[config.mk]
export PLATFORM = sky130hd
export DESIGN_NAME = floor_scroller
export DESIGN_NICKNAME = d
export VERILOG_FILES = /design/src/rtl/floor_pkg.sv /design/src/rtl/floor_lfsr.sv /design/src/rtl/floor_scroller.sv
export SDC_FILE = /design/constraint.sdc
export NUM_CORES = 1
export LEC_CHECK = 0
export BUFFER_PORTS_ARGS = -buffer_cell sky130_fd_sc_hd__buf_2
export CORE_UTILIZATION = 60
export DETAILED_ROUTE_END_ITERATION = 8
export PLACE_DENSITY = 0.89
export SLEW_MARGIN = 20
export SYNTH_ARGS = -nofsm -noshare
export SYNTH_HDL_FRONTEND = slang
export SYNTH_SLANG_ARGS = --single-unit
export TNS_END_PERCENT = 100
[constraint.sdc]
create_clock -name Clk -period 3.6 [get_ports Clk]
set_input_delay 0 -clock Clk [delete_from_list [all_inputs] [get_ports Clk]]
set_output_delay 0 -clock Clk [all_outputs]
set_load 0.005 [all_outputs]
[src/rtl/floor_pkg.sv]
`default_nettype none
//==============================================================================
// Module   : floor_pkg
// Brief    : Shared types, LFSR taps and x-position mapping for the scroller
// Revision : 1.0
//==============================================================================
package floor_pkg;

   typedef logic [9:0] coord_t;

   typedef enum logic [1:0] {
      INIT   = 2'd0,
      RUN    = 2'd1,
      PAUSED = 2'd2
   } scroll_state_t;

   localparam logic [15:0] LFSR_TAPS = 16'hB400;

   // Rotate left by rot, keep the low 10 bits, fold once into [0, x_range).
   function automatic coord_t x_map(input logic [15:0] lfsr, input int rot, input coord_t x_range);
      coord_t w_r;
      w_r = '0;
      for (int b = 0; b < 10; b++) begin
         w_r[4'(b)] = lfsr[4'((b + 16 - (rot % 16)) % 16)];
      end
      return (w_r >= x_range) ? (w_r - x_range) : w_r;
   endfunction

endpackage
`default_nettype wire

[src/rtl/floor_lfsr.sv]
`default_nettype none
//==============================================================================
// Module   : floor_lfsr
// Brief    : Free-running 16-bit Galois LFSR used to randomise respawn x
// Revision : 1.0
//==============================================================================
module floor_lfsr
   import floor_pkg::*;
#(
   parameter logic [15:0] SEED = 16'hACE1
) (
   input  logic        Clk,
   input  logic        Reset_n,
   output logic [15:0] lfsr
);

   logic [15:0] r_lfsr;

   always_ff @(posedge Clk or negedge Reset_n) begin
      if (!Reset_n) begin
         r_lfsr <= SEED;
      end else begin
         r_lfsr <= {1'b0, r_lfsr[15:1]} ^ (r_lfsr[0] ? LFSR_TAPS : 16'h0000);
      end
   end

   assign lfsr = r_lfsr;

endmodule
`default_nettype wire

[src/rtl/floor_scroller.sv]
`default_nettype none
//==============================================================================
// Module   : floor_scroller
// Brief    : N-floor vertical scroller with respawn, speed-up, pause, restart
// Revision : 1.0
//==============================================================================
module floor_scroller
   import floor_pkg::*;
#(
   parameter int          N_FLOORS       = 5,
   parameter int          Y_MIN          = 0,
   parameter int          Y_MAX          = 479,
   parameter int          X_MAX          = 639,
   parameter int          X_SIZE         = 90,
   parameter int          Y_SIZE         = 20,
   parameter int          Y_START        = 120,
   parameter int          Y_PITCH        = 80,
   parameter int          STEP_INIT      = 1,
   parameter int          STEP_MAX       = 4,
   parameter int          SPEEDUP_FRAMES = 600,
   parameter logic [15:0] LFSR_SEED      = 16'hACE1
) (
   input  logic                       Clk,
   input  logic                       Reset_n,
   input  logic                       frame_clk,
   input  logic                       pause,
   input  logic                       restart,
   output coord_t [N_FLOORS-1:0]      floor_x,
   output coord_t [N_FLOORS-1:0]      floor_y,
   output logic                       floors_valid,
   output logic [2:0]                 scroll_step,
   output logic [N_FLOORS-1:0]        respawn_mask
);

   localparam coord_t                c_X_RANGE   = coord_t'(X_MAX + 1 - X_SIZE);
   localparam coord_t                c_Y_RESPAWN = coord_t'(Y_MAX - Y_SIZE);
   localparam logic [10:0]           c_Y_MIN     = 11'(Y_MIN);
   localparam int                    c_CNT_W     = $clog2(SPEEDUP_FRAMES + 1);
   localparam logic [c_CNT_W-1:0]    c_CNT_LAST  = c_CNT_W'(SPEEDUP_FRAMES - 1);
   localparam logic [2:0]            c_STEP_INIT = 3'(STEP_INIT);
   localparam logic [2:0]            c_STEP_MAX  = 3'(STEP_MAX);
   localparam logic [3:0]            c_IDX_LAST  = 4'(N_FLOORS - 1);

   generate
      if (N_FLOORS < 1 || N_FLOORS > 16) begin : g_bad_count
         $error("floor_scroller: N_FLOORS must be 1..16");
      end
      if (Y_START + (N_FLOORS - 1) * Y_PITCH > Y_MAX - Y_SIZE) begin : g_bad_pitch
         $error("floor_scroller: initial floors do not fit on screen");
      end
      if (X_MAX + 1 - X_SIZE < 512) begin : g_bad_xrange
         $error("floor_scroller: single-fold x map needs X_RANGE >= 512");
      end
   endgenerate

   scroll_state_t            r_state, w_state_nxt;
   logic [3:0]               r_init_idx, w_idx_nxt;
   coord_t [N_FLOORS-1:0]    r_x, w_x_nxt;
   coord_t [N_FLOORS-1:0]    r_y, w_y_nxt;
   logic                     r_valid, w_valid_nxt;
   logic [2:0]               r_step, w_step_nxt;
   logic [c_CNT_W-1:0]       r_cnt, w_cnt_nxt;
   logic [N_FLOORS-1:0]      r_mask, w_mask_nxt;
   logic                     r_frame_q;
   logic                     w_fe;
   logic [15:0]              w_lfsr;

   floor_lfsr #(
      .SEED    (LFSR_SEED)
   ) u_lfsr (
      .Clk     (Clk),
      .Reset_n (Reset_n),
      .lfsr    (w_lfsr)
   );

   assign w_fe = frame_clk & ~r_frame_q;

   always_ff @(posedge Clk or negedge Reset_n) begin
      if (!Reset_n) begin
         r_state <= INIT;
      end else begin
         r_state <= w_state_nxt;
      end
   end

   always_comb begin
      w_state_nxt = r_state;
      w_idx_nxt   = r_init_idx;
      w_x_nxt     = r_x;
      w_y_nxt     = r_y;
      w_valid_nxt = r_valid;
      w_step_nxt  = r_step;
      w_cnt_nxt   = r_cnt;
      w_mask_nxt  = '0;

      if (restart) begin
         w_state_nxt = INIT;
         w_idx_nxt   = '0;
         w_valid_nxt = 1'b0;
         w_step_nxt  = c_STEP_INIT;
         w_cnt_nxt   = '0;
      end else begin
         unique case (r_state)
            INIT: begin
               for (int i = 0; i < N_FLOORS; i++) begin
                  if (r_init_idx == 4'(i)) begin
                     w_y_nxt[i] = coord_t'(Y_START + i * Y_PITCH);
                     w_x_nxt[i] = x_map(w_lfsr, 3 * i, c_X_RANGE);
                  end
               end
               if (r_init_idx == c_IDX_LAST) begin
                  w_state_nxt = RUN;
                  w_valid_nxt = 1'b1;
               end else begin
                  w_idx_nxt = r_init_idx + 4'd1;
               end
            end
            RUN: begin
               if (pause) begin
                  w_state_nxt = PAUSED;
               end else if (w_fe) begin
                  // 11-bit compare so Y_MIN + step cannot wrap below zero.
                  for (int i = 0; i < N_FLOORS; i++) begin
                     if ({1'b0, r_y[i]} < (c_Y_MIN + {8'd0, r_step})) begin
                        w_y_nxt[i]    = c_Y_RESPAWN;
                        w_x_nxt[i]    = x_map(w_lfsr, 3 * i, c_X_RANGE);
                        w_mask_nxt[i] = 1'b1;
                     end else begin
                        w_y_nxt[i] = r_y[i] - {7'd0, r_step};
                     end
                  end
                  if (r_cnt == c_CNT_LAST) begin
                     w_cnt_nxt = '0;
                     if (r_step < c_STEP_MAX) begin
                        w_step_nxt = r_step + 3'd1;
                     end
                  end else begin
                     w_cnt_nxt = r_cnt + 1'b1;
                  end
               end
            end
            PAUSED: begin
               if (!pause) begin
                  w_state_nxt = RUN;
               end
            end
            default: begin
               w_state_nxt = INIT;
               w_idx_nxt   = '0;
               w_valid_nxt = 1'b0;
            end
         endcase
      end
   end

   always_ff @(posedge Clk or negedge Reset_n) begin
      if (!Reset_n) begin
         r_frame_q  <= 1'b0;
         r_init_idx <= '0;
         r_x        <= '0;
         r_y        <= '0;
         r_valid    <= 1'b0;
         r_step     <= c_STEP_INIT;
         r_cnt      <= '0;
         r_mask     <= '0;
      end else begin
         r_frame_q  <= frame_clk;
         r_init_idx <= w_idx_nxt;
         r_x        <= w_x_nxt;
         r_y        <= w_y_nxt;
         r_valid    <= w_valid_nxt;
         r_step     <= w_step_nxt;
         r_cnt      <= w_cnt_nxt;
         r_mask     <= w_mask_nxt;
      end
   end

   assign floor_x      = r_x;
   assign floor_y      = r_y;
   assign floors_valid = r_valid;
   assign scroll_step  = r_step;
   assign respawn_mask = r_mask;

endmodule
`default_nettype wire

# == Yosys cells after proc, flatten, opt, wreduce, memory -nomap -nowiden ==
# Cells that the tools add are included.
# op_classes
add_sub_neg,9
magnitude_cmp,7
n_eq_ne,25
n_mux,59
n_bitwise,4
n_reduce_logical,23
# op_table
cell,n
two-way mux 10 bit,26
two-way mux 50 bit,4
case mux 50 bit (2 select lines),2
less-than comparator 10 x 3 -> 1 bit,5
subtractor 10 x 3 -> 10 bit,5
AND reduction 5 bit,6
AND reduction 6 bit,5
"!= test 2 bit, second input constant",12
two-way mux 5 bit,4
two-way mux 3 bit,6
two-way mux 16 bit,1
XOR 15 x 16 -> 16 bit,1
"!= test 3 bit, second input constant",4
"adder 10 x 1 -> 10 bit, second input constant",1
"== test 10 bit, second input constant",1
">= comparator 8 x 10 -> 1 bit, second input constant",1
nonzero test 2 bit,5
"subtractor 8 x 10 -> 10 bit, second input constant",1
"== test 4 x 2 -> 1 bit, second input constant",2
two-way mux 2 bit,4
two-way mux 4 bit,2
case mux 4 bit (2 select lines),1
two-way mux 1 bit,7
case mux 2 bit (3 select lines),1
other kinds (16),20
# word_totals
ff_bits,142
in_bits,5
output_inout_bits,109
elab_cells,145

# == Depth between registers and ports, before layout ==
# Gate-level depths: netlist (run 1).
# logic_depth
depth_word,7
ltp_mapped,9
mapped_depth_nobuf,8

# == By module ==
# A second synthesis (run 1) with hierarchy kept.
# unflattened
cells_unflattened,604
area_unflattened_um2,6004.5
# by_module_without_submodules
mod,instances,cells_per_inst,area_each_um2,seq_area_each_um2
floor_scroller,1,585,5567.8,2403.6
floor_lfsr,1,19,436.7,410.4

# == Least setup slack after synthesis (run 1) ==
# OpenSTA, ideal clock, no wires.
# synth_path
kind,reg2reg
from,reg r_step[0] (netlist: scroll_step[0])
to,"reg r_x, in the netlist floor_x[0]"
t_arrival_ns,2.173
setup_slack_ns,1.302
path_stages_with_launch,9
path_buffers,1
cell_sequence,dfstp_2 -> ha_1 -> fa_1 -> nor2b_1 -> or4_4 -> o21ai_4 -> nand2b_1 -> buf_6 -> mux2_4
# synth_between
elab_chain_len,3
# synth_lines
item,line_no,rtl
"start, declared",floor_scroller.sv:61,"logic [2:0] r_step, w_step_nxt;"
"start signal, assigned",floor_scroller.sv:163,r_step <= c_STEP_INIT;
"start signal, assigned",floor_scroller.sv:172,r_step <= w_step_nxt;
less-than comparator 10 x 3 -> 1 bit,floor_scroller.sv:124,"if ({1'b0, r_y[i]} < (c_Y_MIN + {8'd0, r_step})) begin"
!= test 2 bit (no source line),n/a,
AND reduction 6 bit (no source line),n/a,
"end signal, assigned",floor_scroller.sv:169,r_x <= w_x_nxt;
"end, declared",floor_scroller.sv:58,"coord_t [N_FLOORS-1:0] r_x, w_x_nxt;"
# No other way between the ends.
# A chain may end at the register's enable or synchronous reset.

# == Worst setup path after layout (run 1) ==
# layout_path
from,reg r_state[0]
to,"reg r_x, in the netlist floor_x[5]"
# layout_between
elab_chain_len,3
word_cells_on_any_way,9
# layout_lines
item,line_no,rtl
"start, declared",floor_scroller.sv:56,"scroll_state_t r_state, w_state_nxt;"
"start signal, assigned",floor_scroller.sv:82,r_state <= w_state_nxt;
== test 2 x 1 -> 1 bit / logical NOT 2 bit (equally long branches),floor_scroller.sv:103,unique case (r_state)
!= test 2 bit (no source line) / nonzero test 2 bit (equally long branches),n/a,
AND reduction 6 bit (no source line),n/a,
# Parallel ways exist; a longest one is shown, timed or not.

==> results.sh, run 1 <==
export IMPL_status="finished clean"
export IMPL_async_reset_ff_share_pct=100.0
export IMPL_grt_max_degree=47
export IMPL_ys_ff_latch=112
export IMPL_io_pins=114
export IMPL_synth_compound_area_share_pct=15.55
export IMPL_ant_nets=0
export IMPL_grt_busiest_layer="met2"
export IMPL_clk_pin_slew_ns=0.11
export IMPL_dp_hpwl_um=9897
export IMPL_clock_sinks=112
export IMPL_yosys_top_cells_count="103 x dfrtp_1, 53 x nand2_1, 53 x nor2_1, 32 x a21oi_1"
export IMPL_cp_end_kind="register"
export IMPL_rows=36
export IMPL_yosysMostFrequentCell="dfrtp_1"
export IMPL_crit_chain="inv_1 > ha_1 > clkinv_1 > o221ai_2 > nand2b_1 > mux2_4"
export IMPL_total_power_w=0.003877
export IMPL_cts_tree="built"
export IMPL_grt_pass1_wl_um=22220
export IMPL_power_frac_seq_pct=41.2
export IMPL_synth_largest_area_cell="dfrtp_1"
export IMPL_synthFlopType="dfrtp_1"
export IMPL_cts_buffers=9
export IMPL_fin_area_um2=6745
export IMPL_crit_arrival_ns=3.35
export IMPL_place_congestion=0.9099
export IMPL_max_stage_delay_ns=0.60
export IMPL_fin_crit_sh_pct=85.54
export IMPL_track_usage_pct=27.51
export IMPL_p_int_w=0.002319
export IMPL_syn_cell_area_um2=6073
export IMPL_clock_latency_ns=0.38
export IMPL_synth_top_area_share_pct=42.44
export IMPL_dp_slack_ns=0.5682
export IMPL_syn_inst=599
export IMPL_synth_top_family_by_area="simple AND/OR/NAND/NOR gates"
export IMPL_worstPathRequired_ns=3.87
export IMPL_hp_class="input port to async pin"
export IMPL_synth_area_mux_share_pct=4.862
export IMPL_synth_xor_area_share_pct=1.875
export IMPL_cts_resized=0
export IMPL_via_per_inst=5.981
export IMPL_tightest_slew_ns=0.6798
export IMPL_core_um2=9774
export IMPL_drc=0
export IMPL_synth_seq_area_share_pct=46.33
export IMPL_path_class="register to register"
export IMPL_syn2layout_area_growth_pct=11.06
export IMPL_synth_distinct_cells=70
export IMPL_clock_skew_ns=0.01271
export IMPL_crit_slowest_cell="o221ai_2"
export IMPL_drt_wl_total_um=13820
export IMPL_start_util_pct=62.14
export IMPL_antenna_found_initial=0
export IMPL_antenna_cells=0
export IMPL_sw_frac_of_total_pct=40.20
export IMPL_finalHoldViolCount=0
export IMPL_synthTopCellsByArea="dfrtp_1 42%, ha_1 5.2%, dfstp_2 3.9%"
export IMPL_setup_viol=0
export IMPL_ys_warnings_count=0
export IMPL_crit_buf_inv=2
export IMPL_clock_fmax_ghz=0.3247
export IMPL_ctsRootBufferMaster="clkbuf_8"
export IMPL_die_area_um2=10530
export IMPL_syn_area_per_cell_um2=10.14
export IMPL_slew_headroom_pct=54.20
export IMPL_p_switching_w=0.001559
export IMPL_cts_htree_levels=3
export IMPL_io_buffers=83
export IMPL_p_per_area_nw_per_um2=574.8
export IMPL_hold_slack_ns=0.06427
export IMPL_combPwrFrac_pct=37.9
export IMPL_chipHeight_um=102.6
export IMPL_power_leakage_nw=3.119
export IMPL_critPathTopFamily="compound AO/OA/AOI/OAI gates"
export IMPL_grt_util_met3_pct=5.085
export IMPL_grt_pass1_vias=4544
export IMPL_vias=4916
export IMPL_tns_ns=0
export IMPL_ir_worst_vdd_uv=292.4
export IMPL_max_cap_viol_count=0
export IMPL_rsz0062_at_grt="no"
export IMPL_drtIter0Drc=354
export IMPL_grt_ovfl_total=0
export IMPL_die_width_um=102.6
export IMPL_min_period_ns=3.080
export IMPL_drive_gt1_share_pct=22.06
export IMPL_yosys_area_share_simple_pct=17.72
export IMPL_cp_max_fo=14
export IMPL_pwr_share_clk_pct=20.8
export IMPL_synthAdderAreaFrac_pct=6.799
export IMPL_critPathLaunchType="register"
export IMPL_slew_viol_final=0
export IMPL_nets=719
export IMPL_clockBufferDepth=2
export IMPL_synth_edf_count=0
export IMPL_setup_slack_ns=0.5204
export IMPL_grtUsageMet2_pct=42.36
export IMPL_place_area_um2=6496
export IMPL_grtUsageMet1_pct=38.32
export IMPL_wire_per_inst_um=16.81
export IMPL_firstDrtPassIters=5
[state kept, by name (all words and copies together), names as in the netlist]
register / cells
floor_y: 50
r_frame_q: 1
u_lfsr.lfsr: 16
floor_x: 20
r_state: 2
r_init_idx: 4
respawn_mask: 5
scroll_step: 3
floors_valid: 1
r_cnt: 10
[layout by cell type, fill, tap and decap left out, drive strengths merged, types with 4 or more instances in the layout]
cell type    n
dfrtp      103
buf         87
nand2       53
nor2        53
o21ai       34
a21oi       32
inv         31
conb        30
ha          25
nand3       21
mux2        20
nor2b       14
nor3        14
nand2b      10
nor4         9
clkbuf       9
dfstp        9
nand4        8
xor2         8
a31oi        7
a22o         7
o31ai        6
or3          6
o41ai        5
xnor2        5
o21a         5
a21o         5
fa           5
clkinv       5
mux2i        4
a2bb2oi      4
[worst register-to-register path, cell delays in order, from the launching register on]
cell and delay, ns:
dfrtp_1 0.42, inv_1 0.11, ha_1 0.52, clkinv_1 0.43, o221ai_2 0.60, nand2b_1 0.55
mux2_4 0.35
[what timing repair did]
action,4_1_cts,5_1_grt
hold endpoints to repair,31,0
hold buffers,3,0
buffers inserted,0,0
[worst paths after layout]
| kind | from | end | slack [ns] | depth (start not counted) |
|---|---|---|---|---|
| setup / recovery | r_state[0] | floor_x[5] | 0.52 | 6 |
| hold / removal | Reset_n | floor_y[44] | 0.06 | 2 |
| setup reg to reg | r_state[0] | floor_x[5] | 0.52 | 6 |
| hold reg to reg | u_lfsr.lfsr[9] | u_lfsr.lfsr[8] | 0.36 | 0 |
| max in group asynchronous | Reset_n | floor_x[3] | 2.62 | 3 |
| min in group Clk | pause | r_state[0] | 0.08 | 4 |
[layer usage]
layer | share of wire (%) | vias up
met1 | 43 | 2371
met2 | 47 | 253
met4 | 2.3 | 0
met5 | 0 | -
li1 | - | 2259
met3 | 7.4 | 33
[logic make-up (layout without fill, tap and decap cells)]
logic type      count (synthesis)  count (layout)
simple gates                  211             211
xor+xnor                       13              13
mux                            24              24
buf+inv                        75             136
other cells                     1              30
flops                         112             112
compound gates                133             133
fa+ha+maj                      30              30
[layout make-up]
type	instances	area (um2)
Fill cell	740	3029
Clock inverter	7	95.09
Inverter	30	112.6
Timing Repair Buffer	90	478.0
Clock buffer	9	123.9
Sequential cell	112	2814
Tap cell	133	166.4
Multi-Input combinational cell	441	2955
[power by group through the flow]
stage               combinational (W)  clock (W)  sequential, W
finish                        0.00147   0.000808        0.00160
global placement              0.00138          0        0.00161
global route                  0.00164   0.000871        0.00162
detailed placement            0.00144          0        0.00162
floorplan                     0.00106          0        0.00158
CTS                           0.00145   0.000822        0.00159
[per-stage QoR]
step,utilization [%],cells
after floorplan,-,628
after global placement,66.46,803
after detailed placement,66.46,803
after CTS,69.01,822
after global routing,69.01,822
final,69.01,822
No activity file was read; power rests on OpenSTA's default activity.
==> run 2, diff against run 1 <==
--- a/config.mk
+++ b/config.mk
@@ -9,6 +9,7 @@
 export CORE_UTILIZATION = 60
 export DETAILED_ROUTE_END_ITERATION = 8
 export PLACE_DENSITY = 0.89
+export RECOVER_POWER = 50
 export SLEW_MARGIN = 20
 export SYNTH_ARGS = -nofsm -noshare
 export SYNTH_HDL_FRONTEND = slang
==> run 2 against run 1 <==
The run now ends with max-capacitance violations, max-slew violations left; fmax decreased by 1.3%; die area unchanged; routed wire length increased by 0.28%; global-route usage unchanged; worst setup slack got worse by 0.040 ns; final cell count unchanged; hold slack improved by 0.013 ns; clock power about the same; non-clock buffer count unchanged; critical path type unchanged; largest cell class unchanged.
==> results.sh, run 2 (synthesis gave the netlist of run 1 again) <==
export IMPL_status="finished, violations left"
export IMPL_violations="max-capacitance violations, max-slew violations"
export IMPL_grt_pass1_vias=4544
export IMPL_chipHeight_um=102.6
export IMPL_slew_headroom_pct=-4.669
export IMPL_max_cap_viol_count=1
export IMPL_die_area_um2=10530
export IMPL_track_usage_pct=27.51
export IMPL_grtUsageMet1_pct=38.32
export IMPL_wire_per_inst_um=16.86
export IMPL_vias=4936
export IMPL_ctsRootBufferMaster="clkbuf_8"
export IMPL_pwr_share_clk_pct=20.9
export IMPL_sw_frac_of_total_pct=40.49
export IMPL_fin_util_pct=68.39
export IMPL_slew_viol_final=32
export IMPL_drtIter0Drc=397
export IMPL_crit_arrival_ns=3.39
export IMPL_rows=36
export IMPL_antenna_cells=0
export IMPL_hold_buffers=3
export IMPL_r2r_end="floor_x[5]"
export IMPL_r2r_start="r_state[0]"
export IMPL_multi_input_area_um2=2955
export IMPL_clock_latency_ns=0.38
export IMPL_mostFrequentLayoutCell="dfrtp_1"
export IMPL_worstPathRequired_ns=3.87
export IMPL_layout_common_cells="103 x dfrtp_1, 53 x nand2_1, 53 x nor2_1, 44 x clkbuf_1, 39 x buf_2"
export IMPL_cts_tree="built"
export IMPL_clock_fmax_ghz=0.3206
export IMPL_cp_end_kind="register"
export IMPL_p_per_area_nw_per_um2=578.2
export IMPL_firstDrtPassIters=5
export IMPL_fillerInstances=769
export IMPL_combPwrFrac_pct=37.6
export IMPL_hp_class="input port to register"
export IMPL_p_switching_w=0.001565
export IMPL_hold_path_depth=4
export IMPL_cp_max_fo=14
export IMPL_min_period_ns=3.119
export IMPL_total_power_w=0.003865
export IMPL_grt_max_degree=47
export IMPL_core_um2=9774
export IMPL_clockBufferDepth=2
export IMPL_grt_util_met3_pct=5.085
export IMPL_grt_busiest_layer="met2"
export IMPL_tns_ns=0
export IMPL_fin_crit_sh_pct=86.65
export IMPL_grt_pass1_wl_um=22220
export IMPL_setup_viol=0
export IMPL_power_leakage_nw=2.956
export IMPL_power_frac_seq_pct=41.4
export IMPL_clock_skew_ns=0.01231
export IMPL_drc=0
export IMPL_cts_resized=0
export IMPL_p_int_w=0.002301
export IMPL_antenna_found_initial=0
export IMPL_clock_sinks=112
export IMPL_die_width_um=102.6
export IMPL_r2r_setup_slack_ns=0.48
export IMPL_ant_nets=0
export IMPL_hold_slack_ns=0.07763
export IMPL_dp_hpwl_um=9897
export IMPL_path_class="register to register"
export IMPL_critPathLaunchType="register"
export IMPL_io_pins=114
export IMPL_place_congestion=0.9099
export IMPL_cts_htree_levels=3
export IMPL_nets=719
export IMPL_rsz0062_at_grt="no"
export IMPL_layout_area_seq_um2=2814
export IMPL_setup_slack_ns=0.4805
export IMPL_cts_setup_buffers=0
export IMPL_dp_slack_ns=0.5682
export IMPL_min_to="r_state[0]"
export IMPL_drive_gt1_share_pct=15.09
export IMPL_start_util_pct=62.14
export IMPL_grtUsageMet2_pct=42.36
export IMPL_via_per_inst=6.005
export IMPL_grt_ovfl_total=0
export IMPL_clk_pin_slew_ns=0.11
export IMPL_hp_start="pause"
export IMPL_finalHoldViolCount=0
export IMPL_io_buffers=83
export IMPL_ir_worst_vdd_uv=292.3
export IMPL_largest_reg_flops=50
export IMPL_cts_buffers=9
export IMPL_tightest_slew_ns=1.570
export IMPL_syn2layout_area_growth_pct=10.07
export IMPL_drt_wl_total_um=13860
export IMPL_r2r_cells=6
-- run 2: cell count changes in the layout (fill, tap and decap cells not counted) --
cell      change
clkbuf_2      +1
buf_2        -43
dfstp_1       +4
clkbuf_1     +44
buf_4         -2
dfstp_2       -4
-- run 2: routing by layer --
| metal | up-vias | share of wire [%] | wire, um |
|---|---|---|---|
| li1 | 2261 | - | - |
| met4 | 0 | 2.4 | 337 |
| met2 | 259 | 46 | 6423 |
| met1 | 2386 | 43 | 6024 |
| met5 | - | 0 | 0 |
| met3 | 30 | 7.7 | 1071 |
-- run 2: stage by stage --
stage               instance area (um2)  instances
finish                             6685        822
global route                       6685        822
CTS                                6745        822
detailed placement                 6496        803
global placement                   6496        803
floorplan                          6182        628
-- run 2: area by class of cell --
| cell class | instances | area share [%] |
|---|---|---|
| tap | 133 | 2.489 |
| clock buffer | 9 | 1.853 |
| timing repair buffer | 90 | 6.251 |
| sequential | 112 | 42.09 |
| inverter | 30 | 1.684 |
| clock inverter | 7 | 1.422 |
| multi-input combinational | 441 | 44.21 |
-- run 2: critical path: stages (launching register included) --
cell and delay, ns:
dfrtp_1 0.42, inv_1 0.11, ha_1 0.53, clkinv_1 0.44, o221ai_2 0.61, nand2b_1 0.55
mux2_4 0.35
-- run 2: worst max-delay path by stage --
stage | end | slack [ns] | depth (start not counted) | start
3_3_place_gp | floor_x[3] | 0.75 | 6 | r_state[0]
3_5_place_dp | floor_x[2] | 0.57 | 6 | r_state[1]
2_1_floorplan | floor_x[0] | 1.30 | 8 | scroll_step[0]
6_report | floor_x[5] | 0.48 | 6 | r_state[0]
4_1_cts | floor_x[5] | 0.56 | 6 | r_state[1]
5_1_grt | floor_x[4] | 0.34 | 6 | r_state[1]
-- run 2: power by group through the flow --
stage	Sequential [W]	Clock [W]	Combinational, W
finish	0.00160	0.000809	0.00146
global route	0.00162	0.000871	0.00162
CTS	0.00159	0.000822	0.00145
detailed placement	0.00162	0	0.00144
global placement	0.00161	0	0.00138
floorplan	0.00158	0	0.00106
